`src/rtl/jtcop_pal_dma.sv`:
```
// rtl/jtcop_pal_dma.sv - palette copy engine, staging buffer to palette RAM during vertical blank
// Reads are issued only while LVBL=0; each read turns into a palette write on the following cycle.
module jtcop_pal_dma #(
   parameter int AW = 10
) (
   input  logic          clk,
   input  logic          rst,
   input  logic          LVBL,
   input  logic          dma_trig,
   output logic [AW-1:0] buf_addr,
   input  logic [15:0]   buf_data,
   output logic [AW-1:0] pal_addr,
   output logic [15:0]   pal_dout,
   output logic [1:0]    pal_we,
   output logic          busy,
   output logic          done
);

   typedef enum logic [1:0] {IDLE, WAIT, COPY, FLUSH} state_t;

   state_t        state_q, state_d;
   logic [AW-1:0] cnt_q, cnt_d;
   logic [AW-1:0] buf_addr_q, buf_addr_d;
   logic [AW-1:0] pal_addr_q, pal_addr_d;
   logic [15:0]   pal_dout_q, pal_dout_d;
   logic          rd_q, rd_d;
   logic          wr_q, wr_d;
   logic          busy_q, busy_d;
   logic          done_q, done_d;
   logic          pending_q, pending_d;

   always_comb begin
      state_d    = state_q;
      cnt_d      = cnt_q;
      buf_addr_d = buf_addr_q;
      pal_addr_d = pal_addr_q;
      pal_dout_d = pal_dout_q;
      rd_d       = 1'b0;
      wr_d       = rd_q;
      busy_d     = busy_q;
      done_d     = 1'b0;
      pending_d  = pending_q;

      if (rd_q) pal_addr_d = buf_addr_q;
      // buf_data is only valid during the write cycle, so it is captured as that cycle ends
      if (wr_q) pal_dout_d = buf_data;
      if (busy_q && dma_trig) pending_d = 1'b1;

      case (state_q)
         IDLE: begin
            if (dma_trig) begin
               state_d = WAIT;
               busy_d  = 1'b1;
               cnt_d   = '0;
            end
         end
         WAIT: begin
            if (!LVBL) state_d = COPY;
         end
         COPY: begin
            if (!LVBL) begin
               buf_addr_d = cnt_q;
               rd_d       = 1'b1;
               cnt_d      = cnt_q + AW'(1);
               if (&cnt_q) state_d = FLUSH;
            end
         end
         FLUSH: begin
            if (!rd_q) begin
               done_d    = 1'b1;
               pending_d = 1'b0;
               // a request landing on this edge chains straight into the next transfer
               if (pending_q || dma_trig) begin
                  state_d = WAIT;
                  cnt_d   = '0;
               end else begin
                  state_d = IDLE;
                  busy_d  = 1'b0;
               end
            end
         end
         default: state_d = IDLE;
      endcase
   end

   always_ff @(posedge clk or posedge rst) begin
      if (rst) begin
         state_q    <= IDLE;
         cnt_q      <= '0;
         buf_addr_q <= '0;
         pal_addr_q <= '0;
         pal_dout_q <= '0;
         rd_q       <= 1'b0;
         wr_q       <= 1'b0;
         busy_q     <= 1'b0;
         done_q     <= 1'b0;
         pending_q  <= 1'b0;
      end else begin
         state_q    <= state_d;
         cnt_q      <= cnt_d;
         buf_addr_q <= buf_addr_d;
         pal_addr_q <= pal_addr_d;
         pal_dout_q <= pal_dout_d;
         rd_q       <= rd_d;
         wr_q       <= wr_d;
         busy_q     <= busy_d;
         done_q     <= done_d;
         pending_q  <= pending_d;
      end
   end

   assign buf_addr = buf_addr_q;
   assign pal_addr = pal_addr_q;
   assign pal_dout = wr_q ? buf_data : pal_dout_q;
   assign pal_we   = {2{wr_q}};
   assign busy     = busy_q;
   assign done     = done_q;

endmodule

```
`config.mk`:
```
export PLATFORM = sky130hd
export DESIGN_NAME = jtcop_pal_dma
export DESIGN_NICKNAME = d
export VERILOG_FILES = /design/src/rtl/jtcop_pal_dma.sv
export SDC_FILE = /design/constraint.sdc
export NUM_CORES = 1
export LEC_CHECK = 0
export ABC_AREA = 1
export ABC_CLOCK_PERIOD_IN_PS = 1700
export CORE_ASPECT_RATIO = 1.2
export CORE_MARGIN = 3
export CORE_UTILIZATION = 49
export DETAILED_ROUTE_END_ITERATION = 16
export PLACE_DENSITY_LB_ADDON = 0.15
export SLEW_MARGIN = 20
export SYNTH_ARGS = -nofsm -noshare
export SYNTH_HDL_FRONTEND = slang
export SYNTH_SLANG_ARGS = --single-unit
```
`constraint.sdc`:
```
create_clock -name clk -period 1.7 [get_ports clk]
set_input_delay 0.17 -clock clk [delete_from_list [all_inputs] [get_ports clk]]
set_output_delay 0.17 -clock clk [all_outputs]
set_load 0.01 [all_outputs]
```
==> impl_metrics.json <==
{
  "final_hold_viol_count": 0,
  "syn_nets": 253,
  "area_growth_pct": 31.9,
  "die_width_um": 69.9,
  "synth_most_common_cell": "dfrtp_1",
  "globalplace.congestion": 0.822,
  "synthAdderAreaFrac": 0.0365,
  "track_usage": 0.172,
  "synth_compound_area_frac": 0.0517,
  "seq_power_share": 0.394,
  "drcViolationCount": 0,
  "grt_overflow": 0,
  "fin_nets": 317,
  "synth-edff-count": 0,
  "use_met3": 0.0460,
  "r2r_slack_ps": 150,
  "worstHoldPathType": "input port to async pin",
  "rr_startpoint": "state_q[0]$_DFFE_PP0P_",
  "fin_area_mm2": 0.00316,
  "synthSimpleGateAreaFrac": 0.180,
  "avgSynthCellArea_um2": 10.6,
  "grt.busiest_layer": "met2",
  "io_buffers": 59,
  "dpl_cell_area_mm2": 0.00308,
  "die_h_um": 82.6,
  "criticalPathCategory": "flip-flop to output port",
  "ir_drop_uv": 905,
  "core_mm2": 0.00466,
  "swShare": 0.350,
  "viasPerCell": 4.99,
  "grt_pass1_wl_um": 7870,
  "cts_made_buffers": 5,
  "cts-root-buf": "clkbuf_8",
  "power.density_mw_per_mm2": 1440,
  "diodes": 0,
  "met2_usage": 0.298,
  "totalWireLength_um": 4680,
  "clk_latency_ps": 310,
  "path_max_fanout": 18,
  "die_area_mm2": 0.00577,
  "synthTopCellsByArea": "dfrtp_1 55%, mux2_2 12%, nand2_1 6.7%",
  "rsz0062_at_grt": "true",
  "cts_max_level": 2,
  "syn-cell-area_mm2": 0.00240,
  "ys_top_cells_by_count": "53 x dfrtp_1, 43 x nand2_1, 26 x mux2_2",
  "reg2regPathDepth": 8,
  "vias": 1741,
  "wl_per_cell_um": 13.4,
  "place_hpwl_um": 3630,
  "synth_ff_type": "dfrtp_1",
  "cts_tree": "yes",
  "cts_max_path_buffers": 2,
  "ios": 60,
  "relSlewSlack": 0.751,
  "setup-violations-final": 0,
  "async_reset_ff_frac": 1.00,
  "critPathCaptureType": "output port",
  "slew_viol_final": 0,
  "worst_pin_slew_ps": 373,
  "synth.distinct_cells": 25,
  "yosysSeqAreaShare": 0.553,
  "synthCells": 226,
  "grt_pass1_vias": 1602,
  "p_leak_nw": 1.43,
  "post_synth_mux_area_share": 0.122,
  "pwr-share-clk": 0.153,
  "groute.layer.met1.usage": 0.214,
  "crit_start": "wr_q$_DFF_PP0_",
  "cts_sinks": 53,
  "initial_utilization": 0.514,
  "combinationalPowerShare": 0.453,
  "cp-start-kind": "flip-flop",
  "synth.largest_area_cell": "dfrtp_1",
  "placementRows": 27,
  "synth_top_family_by_area": "simple AND/OR/NAND/NOR gates",
  "finalCriticalPeriod_ps": 1650,
  "grt_max_degree": 38,
  "dr.pass1.iters": 4,
  "skew_ps": 8.07,
  "ys_warn_count": 0,
  "intPower_w": 0.00296,
  "yosys_register_bits": 53,
  "power.total_w": 0.00456,
  "r2r-end": "cnt_q[2]$_DFFE_PP0P_",
  "cap_violations": 0,
  "p_sw_w": 0.00160,
  "period_share": 0.970,
  "finish.utilization": 0.678,
  "antenna_left": 0,
  "clk_pin_slew_ps": 100,
  "synth_top_area_frac": 0.553,
  "cp_data_required_time_ps": 1530,
  "antenna_found_initial": 0,
  "first_iter_violations": 93,
  "cts_hold_buffers": 0,
  "fmax_mhz": 606,
  "yosys.area_share.xor_xnor": 0,
  "drive_above_1_share": 0.192,
  "outcome": "finished clean",
  "nFillCells": 392,
  "arrival_ps": 1480
}
==> metal layers <==
layer	vias up	wire length, um
met5	-	0
met4	0	59
met3	6	266
met2	52	2290
met1	817	2060
li1	866	-
==> stage by stage <==
stage | cells | hold WS (ps) | TNS, ps | setup slack [ps]
2_1_floorplan | 226 | 247 | 0 | 244
3_3_place_gp | 341 | 479 | 0 | 178
3_5_place_dp | 341 | 484 | 0 | 157
4_1_cts | 349 | 157 | 0 | 15.4
5_1_grt | 349 | 168 | -19.6 | -14.4
6_report | 349 | 143 | 0 | 50.6
==> placed cells by master (no fill, tap or decap) <==
cell,synthesis,layout
buf_12,0,2
clkbuf_8,0,5
a21oi_1,3,3
nand3b_1,1,1
nand2_1,43,43
nand3_1,11,11
mux2_2,26,26
inv_2,3,4
nor2_1,12,12
clkbuf_1,1,1
clkdlybuf4s50_1,0,43
nor2_4,4,4
buf_4,3,5
dfrtp_1,53,53
nand3_4,1,1
o21ai_1,15,15
nor2_2,1,1
nand4_1,8,8
and2_1,1,1
inv_1,18,17
nor3_1,1,1
clkinvlp_4,0,2
o21ai_4,1,1
o21ai_0,2,2
o21a_1,1,1
nand2_2,5,5
ha_1,7,7
clkdlybuf4s15_1,0,12
dlygate4sd2_1,0,4
==> critical path, stage by stage, from the launching register on <==
cell and delay, ps:
dfrtp_1 380, buf_12 160, mux2_2 350, dlygate4sd2_1 290
==> power by group through the flow <==
stage / Clock, W / Combinational, W / Sequential (W)
floorplan: 0 / 0.00123 / 0.00183
global route: 0.000773 / 0.00228 / 0.00183
finish: 0.000698 / 0.00207 / 0.00180
detailed placement: 0 / 0.00223 / 0.00183
CTS: 0.000715 / 0.00206 / 0.00180
global placement: 0 / 0.00217 / 0.00180
==> area by class of cell <==
type | instances | area [um2] | share of cell area
clock buffer | 6 | 72.6 | 0.0229
clock inverter | 2 | 15.0 | 0.00475
inverter | 21 | 78.8 | 0.0249
multi-input combinational | 143 | 935 | 0.295
sequential | 53 | 1330 | 0.419
tap | 58 | 72.6 | 0.0229
timing repair buffer | 66 | 663 | 0.210
==> repair_timing <==
action	4_1_cts	5_1_grt
endpoints found under the setup margin	16	14
setup buffers	0	0
pin swaps	0	0
gates resized for setup	16	12
==> sequential cells by signal, indices dropped and copies added, names as in the netlist <==
signal	cells
busy	1
cnt_q	10
pal_addr	10
wr_q	1
done	1
state_q	2
buf_addr	10
rd_q	1
pending_q	1
pal_dout_q	16
==> how the worst max path moves through the flow <==
stage	cells after the start	to
final	3	pal_dout[13]
after global routing	3	pal_dout[13]
after CTS	3	pal_dout[10]
after detailed placement	8	cnt_q[2]$_DFFE_PP0P_
after global placement	3	pal_dout[0]
after floorplan	1	buf_addr[0]$_DFFE_PP0P_
==> logic make-up (layout without fill, tap and decap cells) <==
kind of cell               Yosys count  in the layout
AOI/OAI and AO/OA                   22             22
and+or+nand+nor                     88             88
muxes                               26             26
buffers and inverters               30             95
DFF                                 53             53
adders and majority gates            7              7
Power figures use the tool's default switching activity.
